==> src/rtl/spectrum_frame_buffer_if.sv <==
// spectrum_frame_buffer_if
// Purpose: groups the FFT input bus, the video-lock and mode controls, and the
//          committed display outputs of spectrum_frame_buffer into one bundle.
// Signals:
//   i_fft_data    packed magnitudes, bin k at [k*IN_W +: IN_W]
//   i_fft_done    one-cycle pulse, i_fft_data valid in the same cycle
//   i_VGA_lock    high during active video, commit only while low
//   i_mode        0 = direct level, 1 = fall-limited level
//   o_level       committed levels, bin k at [k*LVL_W +: LVL_W]
//   o_peak        committed peak markers, packed as o_level
//   o_frame_valid one-cycle pulse in the cycle after a commit
//   o_busy        high whenever the buffer is not idle
//   o_drop_cnt    saturating count of ignored i_fft_done pulses
// Modports: master drives the inputs (FFT/video side), slave is the buffer.
interface spectrum_frame_buffer_if #(
   parameter int N_BINS = 16,
   parameter int IN_W   = 16,
   parameter int LVL_W  = 4
);
   logic [N_BINS*IN_W-1:0]  i_fft_data;
   logic                    i_fft_done;
   logic                    i_VGA_lock;
   logic                    i_mode;
   logic [N_BINS*LVL_W-1:0] o_level;
   logic [N_BINS*LVL_W-1:0] o_peak;
   logic                    o_frame_valid;
   logic                    o_busy;
   logic [7:0]              o_drop_cnt;

   modport master (
      output i_fft_data, i_fft_done, i_VGA_lock, i_mode,
      input  o_level, o_peak, o_frame_valid, o_busy, o_drop_cnt
   );

   modport slave (
      input  i_fft_data, i_fft_done, i_VGA_lock, i_mode,
      output o_level, o_peak, o_frame_valid, o_busy, o_drop_cnt
   );
endinterface

==> src/rtl/spectrum_frame_buffer.sv <==
// spectrum_frame_buffer
// Purpose: snapshots an N_BINS FFT magnitude frame, converts each bin to a
//          saturating log2 level one bin per cycle, applies optional
//          fall-limited smoothing and a per-bin peak hold with timed decay,
//          and commits the result to the display registers only while the
//          video lock is low so the renderer never sees a torn frame.
// Ports:
//   i_clk  system clock
//   i_rst  synchronous active-high reset
//   bus    spectrum_frame_buffer_if.slave (FFT input, controls, outputs)
module spectrum_frame_buffer #(
   parameter int N_BINS      = 16,
   parameter int IN_W        = 16,
   parameter int LVL_W       = 4,
   parameter int HOLD_FRAMES = 30,
   parameter int HOLD_W      = 6
) (
   input  logic                   i_clk,
   input  logic                   i_rst,
   spectrum_frame_buffer_if.slave bus
);

   localparam int IDX_W   = (N_BINS > 1) ? $clog2(N_BINS) : 1;
   localparam int LVL_MAX = (1 << LVL_W) - 1;

   typedef enum logic [1:0] {
      S_IDLE,
      S_PROC,
      S_WAIT_BLANK
   } state_t;

   state_t            r_state;
   logic [IDX_W-1:0]  r_idx;
   logic [IN_W-1:0]   r_snap      [N_BINS];
   logic [LVL_W-1:0]  r_shadowLvl [N_BINS];
   logic [LVL_W-1:0]  r_shadowPk  [N_BINS];
   logic [LVL_W-1:0]  r_level     [N_BINS];
   logic [LVL_W-1:0]  r_peak      [N_BINS];
   logic [HOLD_W-1:0] r_hold      [N_BINS];
   logic              r_frameValid;
   logic [7:0]        r_dropCnt;

   logic [LVL_W-1:0]  w_new;
   logic [LVL_W-1:0]  w_disp;
   logic [LVL_W-1:0]  w_dispDec;
   logic [LVL_W-1:0]  w_peakCur;
   logic [LVL_W-1:0]  w_peakDec;
   logic [HOLD_W-1:0] w_holdCur;
   logic [LVL_W-1:0]  w_lvl;
   logic [LVL_W-1:0]  w_pk;
   logic [HOLD_W-1:0] w_holdNext;

   // Bit length of x (index of the highest set bit plus one), clipped to the
   // largest representable level; zero maps to zero.
   function automatic logic [LVL_W-1:0] levelOf(input logic [IN_W-1:0] x);
      int pos;
      pos = 0;
      for (int b = 0; b < IN_W; b++) begin
         if (x[b]) pos = b + 1;
      end
      if (pos > LVL_MAX) pos = LVL_MAX;
      return LVL_W'(pos);
   endfunction

   // Per-bin update for the bin currently addressed by r_idx. The fall limit
   // lets a level drop by at most one step per frame; the peak either jumps
   // up to the new level (re-arming the hold timer), holds while the timer
   // runs, or decays one step per frame but never below the current level.
   always_comb begin
      w_new      = levelOf(r_snap[r_idx]);
      w_disp     = r_level[r_idx];
      w_dispDec  = w_disp - LVL_W'(1);
      w_peakCur  = r_peak[r_idx];
      w_peakDec  = w_peakCur - LVL_W'(1);
      w_holdCur  = r_hold[r_idx];
      w_lvl      = w_new;
      w_pk       = w_peakCur;
      w_holdNext = w_holdCur;
      if (bus.i_mode && (w_disp != '0) && (w_dispDec > w_new)) begin
         w_lvl = w_dispDec;
      end
      if (w_lvl >= w_peakCur) begin
         w_pk       = w_lvl;
         w_holdNext = HOLD_W'(HOLD_FRAMES);
      end else if (w_holdCur != '0) begin
         w_pk       = w_peakCur;
         w_holdNext = w_holdCur - HOLD_W'(1);
      end else begin
         w_pk = (w_peakDec > w_lvl) ? w_peakDec : w_lvl;
      end
   end

   // Main controller: snapshot on i_fft_done, walk the bins into the shadow
   // arrays, then wait for video blanking before committing both arrays at
   // once. Hold counters only move while processing, so they always track
   // the peaks that will be committed at the end of the same frame.
   always_ff @(posedge i_clk) begin
      if (i_rst) begin
         r_state      <= S_IDLE;
         r_idx        <= '0;
         r_frameValid <= 1'b0;
         r_dropCnt    <= '0;
         for (int k = 0; k < N_BINS; k++) begin
            r_snap[k]      <= '0;
            r_shadowLvl[k] <= '0;
            r_shadowPk[k]  <= '0;
            r_level[k]     <= '0;
            r_peak[k]      <= '0;
            r_hold[k]      <= '0;
         end
      end else begin
         r_frameValid <= 1'b0;
         if (bus.i_fft_done && (r_state != S_IDLE) && (r_dropCnt != 8'hFF)) begin
            r_dropCnt <= r_dropCnt + 8'd1;
         end
         case (r_state)
            S_IDLE: begin
               if (bus.i_fft_done) begin
                  for (int k = 0; k < N_BINS; k++) begin
                     r_snap[k] <= bus.i_fft_data[k*IN_W +: IN_W];
                  end
                  r_idx   <= '0;
                  r_state <= S_PROC;
               end
            end
            S_PROC: begin
               r_shadowLvl[r_idx] <= w_lvl;
               r_shadowPk[r_idx]  <= w_pk;
               r_hold[r_idx]      <= w_holdNext;
               if (r_idx == IDX_W'(N_BINS - 1)) begin
                  r_idx   <= '0;
                  r_state <= S_WAIT_BLANK;
               end else begin
                  r_idx <= r_idx + IDX_W'(1);
               end
            end
            S_WAIT_BLANK: begin
               if (!bus.i_VGA_lock) begin
                  for (int k = 0; k < N_BINS; k++) begin
                     r_level[k] <= r_shadowLvl[k];
                     r_peak[k]  <= r_shadowPk[k];
                  end
                  r_frameValid <= 1'b1;
                  r_state      <= S_IDLE;
               end
            end
            default: begin
               r_state <= S_IDLE;
            end
         endcase
      end
   end

   // Flatten the committed arrays onto the packed output buses.
   always_comb begin
      bus.o_level = '0;
      bus.o_peak  = '0;
      for (int k = 0; k < N_BINS; k++) begin
         bus.o_level[k*LVL_W +: LVL_W] = r_level[k];
         bus.o_peak[k*LVL_W +: LVL_W]  = r_peak[k];
      end
   end

   assign bus.o_frame_valid = r_frameValid;
   assign bus.o_busy        = (r_state != S_IDLE);
   assign bus.o_drop_cnt    = r_dropCnt;

endmodule

==> src/flat_wrapper.sv <==
// flat-port wrapper written by rule: the top's interface ports become plain ports
module spectrum_frame_buffer_flat 
#(
   parameter int N_BINS      = 16,
   parameter int IN_W        = 16,
   parameter int LVL_W       = 4,
   parameter int HOLD_FRAMES = 30,
   parameter int HOLD_W      = 6
)
  (i_clk, i_rst, bus_i_fft_data, bus_i_fft_done, bus_i_VGA_lock, bus_i_mode, bus_o_level, bus_o_peak, bus_o_frame_valid, bus_o_busy, bus_o_drop_cnt);
  spectrum_frame_buffer_if #(.N_BINS(N_BINS), .IN_W(IN_W), .LVL_W(LVL_W)) bus_i ();
  input  logic i_clk;
  input  logic i_rst;
  input wire logic [$bits(bus_i.i_fft_data)-1:0] bus_i_fft_data;
  input wire logic [$bits(bus_i.i_fft_done)-1:0] bus_i_fft_done;
  input wire logic [$bits(bus_i.i_VGA_lock)-1:0] bus_i_VGA_lock;
  input wire logic [$bits(bus_i.i_mode)-1:0] bus_i_mode;
  output wire logic [$bits(bus_i.o_level)-1:0] bus_o_level;
  output wire logic [$bits(bus_i.o_peak)-1:0] bus_o_peak;
  output wire logic [$bits(bus_i.o_frame_valid)-1:0] bus_o_frame_valid;
  output wire logic [$bits(bus_i.o_busy)-1:0] bus_o_busy;
  output wire logic [$bits(bus_i.o_drop_cnt)-1:0] bus_o_drop_cnt;
  assign bus_i.i_fft_data = bus_i_fft_data;
  assign bus_i.i_fft_done = bus_i_fft_done;
  assign bus_i.i_VGA_lock = bus_i_VGA_lock;
  assign bus_i.i_mode = bus_i_mode;
  assign bus_o_level = bus_i.o_level;
  assign bus_o_peak = bus_i.o_peak;
  assign bus_o_frame_valid = bus_i.o_frame_valid;
  assign bus_o_busy = bus_i.o_busy;
  assign bus_o_drop_cnt = bus_i.o_drop_cnt;
  spectrum_frame_buffer #(.N_BINS(N_BINS), .IN_W(IN_W), .LVL_W(LVL_W), .HOLD_FRAMES(HOLD_FRAMES), .HOLD_W(HOLD_W)) u_core (.i_clk(i_clk), .i_rst(i_rst), .bus(bus_i));
endmodule
==> config.mk <==
export PLATFORM = sky130hd
export DESIGN_NAME = spectrum_frame_buffer_flat
export DESIGN_NICKNAME = d
export VERILOG_FILES = /design/src/rtl/spectrum_frame_buffer_if.sv /design/src/rtl/spectrum_frame_buffer.sv /design/src/flat_wrapper.sv
export SDC_FILE = /design/constraint.sdc
export NUM_CORES = 1
export LEC_CHECK = 0
export CAP_MARGIN = 15
export CELL_PAD_IN_SITES_DETAIL_PLACEMENT = 1
export CELL_PAD_IN_SITES_GLOBAL_PLACEMENT = 1
export CORE_MARGIN = 5
export CORE_UTILIZATION = 49
export DETAILED_ROUTE_END_ITERATION = 16
export PLACE_DENSITY = 0.81
export RECOVER_POWER = 100
export SETUP_SLACK_MARGIN = 0.1
export SYNTH_ARGS = -nofsm -noshare
export SYNTH_HDL_FRONTEND = slang
export SYNTH_SLANG_ARGS = --single-unit
==> constraint.sdc <==
create_clock -name i_clk -period 23.6 [get_ports i_clk]
set_input_delay 3.54 -clock i_clk [delete_from_list [all_inputs] [get_ports i_clk]]
set_output_delay 3.54 -clock i_clk [all_outputs]
set_load 0.03 [all_outputs]
# After elaboration in Yosys (flattened, before gate mapping)
# Memory sizes are Yosys's and may differ from the RTL's. A register that Yosys moved wholly into a read port is not among the register bits.
# Index checks and enable logic that the tools add are counted.
[totals] ff_bits=15 mem_bits_rw=608 inputBits=261 word_cells=196 n_memories=6
[op_classes] n_addsub=5 magnitude_cmp=4 n_eq_ne=7 n_mux=108 n_bitwise=48 reduce_logical=14
[mem_list] memory="u_core.r_snap" depth=16 width=16 read_ports=1 rd_clocked_by_memory_dff=1 write_ports=16 line_no="spectrum_frame_buffer.sv:34" rtl="logic [IN_W-1:0] r_snap [N_BINS];"
[mem_list] memory="u_core.r_hold" depth=16 width=6 read_ports=1 rd_clocked_by_memory_dff=1 write_ports=16 line_no="spectrum_frame_buffer.sv:39" rtl="logic [HOLD_W-1:0] r_hold [N_BINS];"
[mem_list] memory="u_core.r_level" depth=16 width=4 read_ports=17 rd_clocked_by_memory_dff=1 write_ports=16 line_no="spectrum_frame_buffer.sv:37" rtl="logic [LVL_W-1:0] r_level [N_BINS];"
[mem_list] memory="u_core.r_peak" depth=16 width=4 read_ports=17 rd_clocked_by_memory_dff=1 write_ports=16 line_no="spectrum_frame_buffer.sv:38" rtl="logic [LVL_W-1:0] r_peak [N_BINS];"
[mem_list] memory="u_core.r_shadowLvl" depth=16 width=4 read_ports=16 rd_clocked_by_memory_dff=0 write_ports=16 line_no="spectrum_frame_buffer.sv:35" rtl="logic [LVL_W-1:0] r_shadowLvl [N_BINS];"
[mem_list] memory="u_core.r_shadowPk" depth=16 width=4 read_ports=16 rd_clocked_by_memory_dff=0 write_ports=16 line_no="spectrum_frame_buffer.sv:36" rtl="logic [LVL_W-1:0] r_shadowPk [N_BINS];"
[op_table] op="$mux 16" n=16
[op_table] op="$mux 4" n=60
[op_table] op="$or 1x1->1" n=48
[op_table] op="$mux 6" n=3
[op_table] op="$mux 1" n=17
[op_table] op="$mux 3" n=4
[op_table] op="$mux 2" n=5
[op_table] op="$add 8x1->8 const B" n=1
[op_table] op="$gt 4x4->1" n=2
[op_table] op="$ne 8x8->1 const B" n=1
[op_table] op="$pmux 4 s2" n=1
[op_table] op="$reduce_or 4->1" n=2
[op_table] op="$sub 4x1->4 const B" n=2
[op_table] op="$pmux 2 s3" n=1
[op_table] op="$reduce_bool 6->1" n=1
[op_table] op="$reduce_or 6->1" n=1
[op_table] op="$sub 6x1->6 const B" n=1
[op_table] op="$gt 5x4->1 const B" n=1
[op_table] op="$mux 5" n=1
[op_table] op="$add 4x1->4 const B" n=1
[op_table] op="$eq 4x4->1 const B" n=1
[op_table] op="$ge 4x4->1" n=1
[op_table] op="$logic_and 1x1->1" n=4
[op_table] op="$ne 2x2->1 const B" n=2
[op_table] op="other kinds (8)" n=9

# Longest topological paths before layout
[depth] ltp_word=26 mapped_depth=34

# Least setup slack after synthesis
# OpenSTA, ideal clock, no wires.
[synth_path] path_kind="input port to flip-flop" start="input port i_rst" end="memory u_core.r_snap[0][0], enable pin" arrival_time_ns=10.180 required_ns=22.937 path_slack_ns=12.757 cell_stages=3 path_buffers=2 cell_sequence="clkbuf_1 clkbuf_1 nand2b_1"
[synth_rtl] item="from (decl)" line_no="flat_wrapper.sv:13" rtl="input logic i_rst;"
[synth_rtl] item="to (decl)" line_no="spectrum_frame_buffer.sv:34"

==> impl_metrics.ini <==
[floorplan]
rows = 87
dieArea_um2 = 61780
initial_core_util_pct = 49.45
coreArea_um2 = 56390
die-width_um = 248.6
num_io_pins = 399
fp.dieH_um = 248.6

[logic_synthesis]
syn_area_per_cell_um2 = 15.24
synth_edf_count = 608
ys_async_sr_fraction_pct = 0
yosys.area.top_type_share_pct = 65.47
ys_types = 65
syn_area_um2 = 27890
yosys_most_used_dff = edfxtp_1
synth_area_leader_cell = edfxtp_1
synthTopCellsByCount = edfxtp_1, nor2_1, and2_1, nor2b_1, mux4_2
synth_cells = 1830
yosysMostFrequentCell = edfxtp_1
syn_nets = 2112
yosysWarnings = 0
synthTopCellsByArea = edfxtp_1, mux4_2, and2_1
ys_seq_area_share_pct = 66.84
ys_ff_latch = 627

[setup_path]
crit_top_cell = clkbuf_1
worstPathCellList = clkbuf_1 > clkbuf_1 > nand2b_1 > clkbuf_1 > clkbuf_1 > buf_16
startpoint_type = input port
crit_family = buffers and inverters
worstSetupStartpoint = i_rst
cp_max_fo = 105
criticalPathCategory = in -> reg
critPathMaxStageDelay_ns = 3.41
end_kind = flip-flop
critPathSlowestCell = clkbuf_1
arrival_ns = 14.65
crit_required_ns = 23.85
path_buf_inv = 5

[placed_design]
place.detailed.hpwl_um = 56800
gp_congestion = 0.8630
port_buffers = 398

[run]
cap_violations = 16

[outcome]
violations = capacitance limit, slew limit
run_status = finished with violations

[clock_tree]
cts_hold_buf = 0
clkSinkCount = 627
path_clk_slew_ns = 0.06
cts_tree = done
cts_max_path_buffers = 3
clock_latency_ns = 0.61
h-tree-depth = 3
postCtsSetupRepairBufs = 0
cts-root-buf = clkbuf_16
cts-buffers-inserted = 69
cts_resized = 0

[layout]
drive_gt1_share_pct = 11.62
nFillCells = 5299
nets = 2487
synthToLayoutAreaGrowth_pct = 24.02
multi_input_area_um2 = 8474
ff_latch_area_um2 = 18650

[power_and_ir_drop]
power.total_mw = 2.733
power_density_nw_per_um2 = 79.02
power.leakage_nw = 12.44
ir_drop_mv = 0.06172

[global_routing]
grt_max_degree = 118
grt_use_total_pct = 26.96
grt_pass1_wl_um = 124800
grt_pass1_vias = 18639
antenna_found_initial = 6
gr-total-overflow = 0

[route]
antenna_left = 0
num_vias = 17581
drt_iter0_drc = 2020
drc = 0
totalWireLength_um = 85130
drt_pass1_iterations = 5
via_per_inst = 5.831
wire_per_inst_um = 28.23

[worst_hold_path]
hp-start = u_core.r_shadowLvl[1][2]
hp-class = reg -> reg

[timing]
fin_crit_ns = 14.40
max-slew-margin-rel_pct = -229.8
fin_crit_sh_pct = 61.02
hold_viol_final = 0
rsz0062_at_grt = no
setup_viol = 0
worstMarginPinSlew_ns = 4.946
timing.setup.tns_ns = 0
skew_ns = 0.02772
maxSlewViolCount = 857
clock.fmax_mhz = 69.44
==> path summary, 6_finish.rpt <==
| kind | endpoint | slack (ns) | cells past startpoint |
|---|---|---|---|
| setup / recovery | u_core.r_snap[0][7] | 9.20 | 6 |
| hold / removal | u_core.r_level[1][2] | 0.52 | 1 |
| setup reg to reg | u_core.r_shadowPk[11][0] | 10.11 | 24 |
| hold reg to reg | u_core.r_level[1][2] | 0.52 | 1 |
==> kinds of logic (layout without fill, tap and decap cells) <==
kind of cell / after synthesis / after routing / synth area share, %
AND/OR/NAND/NOR: 797 / 797 / 15.16
flip-flops: 627 / 627 / 66.84
multiplexers: 158 / 158 / 12.17
buffers and inverters: 147 / 572 / 2.625
AO/OA/AOI/OAI: 65 / 65 / 1.799
adder cells (fa/ha/maj): 21 / 21 / 0.9422
XOR/XNOR: 15 / 15 / 0.4711
other: 0 / 4 / 0
==> metrics by stage <==
stage	util [%]	area, um^2	worst slack [ns]	hold slack (ns)	instances
floorplan	-	27890	12.76	0.4967	1830
global placement	57.48	32410	15.08	0.5030	2886
detailed placement	57.48	32410	14.60	0.5073	2886
CTS	61.47	34660	14.50	0.5209	3007
global route	61.33	34580	8.208	0.5304	3015
finish	61.33	34580	9.199	0.5224	3015
==> final cells by class <==
cell class	instances	area share, %
sequential	627	53.92
multi-input combinational	1056	24.50
timing repair buffer	424	12.00
clock buffer	85	5.409
tap	756	2.735
clock inverter	36	1.107
inverter	27	0.3003
antenna	4	0.02894
==> worst register-to-register path, cell delays in order, from the launching register on <==
cell	delay, ns
dfxtp_1	1.85
clkbuf_1	2.74
mux4_2	0.60
a22oi_1	0.39
nand2_1	0.17
a211o_1	0.31
a211oi_1	0.33
o21ai_0	0.24
and2_0	0.22
ha_1	0.29
nor2b_1	0.14
o21a_1	0.16
o21ai_0	0.22
a21oi_1	0.17
and2_0	0.30
o32ai_1	0.47
or3_1	0.80
ha_1	0.38
nand2b_1	0.16
a21o_1	0.18
a21o_1	0.17
a21o_1	0.27
or2_2	0.38
a221oi_1	2.06
nor3_1	0.16
==> cells in the final DEF (no fill, tap or decap), types with 12 or more instances in the layout <==
cell type        count
nor2b_1            151
inv_1               25
clkdlybuf4s50_1    259
clkinv_1            19
and2_0             198
ha_1                21
mux2i_1             12
nor2_1             279
edfxtp_1           608
and2_1              49
clkbuf_16           72
clkbuf_1            28
nand2_1             36
dfxtp_1             16
nor3_1              13
dlygate4sd3_1      138
mux4_2             133
nand2b_1            23
==> layer usage <==
layer	global-route usage (%)	part of all wire, %	vias to the layer above
met4	6.669	2.4	4
met1	36.45	39	9142
li1	-	-	7424
met3	5.758	8.2	128
met2	45.17	50	883
met5	0.8494	0.10	-
==> report_power, final <==
| group | leakage (nW) | internal (mW) | switching (mW) |
|---|---|---|---|
| Sequential | 6.54 | 1.29 | 0.0277 |
| Clock | 1.10 | 0.649 | 0.444 |
| Combinational | 4.81 | 0.130 | 0.193 |
| Total | 12.4 | 2.07 | 0.664 |
==> registers in the layout (all words and copies together), names as in the netlist, 4 cells and up, named ones only <==
register,count
u_core.r_snap,256
u_core.r_hold,96
u_core.r_shadowPk,64
u_core.r_level,64
u_core.r_peak,64
u_core.bus.o_drop_cnt,8
u_core.r_idx,4
u_core.r_shadowLvl,64
Power figures use the tool's default switching activity.
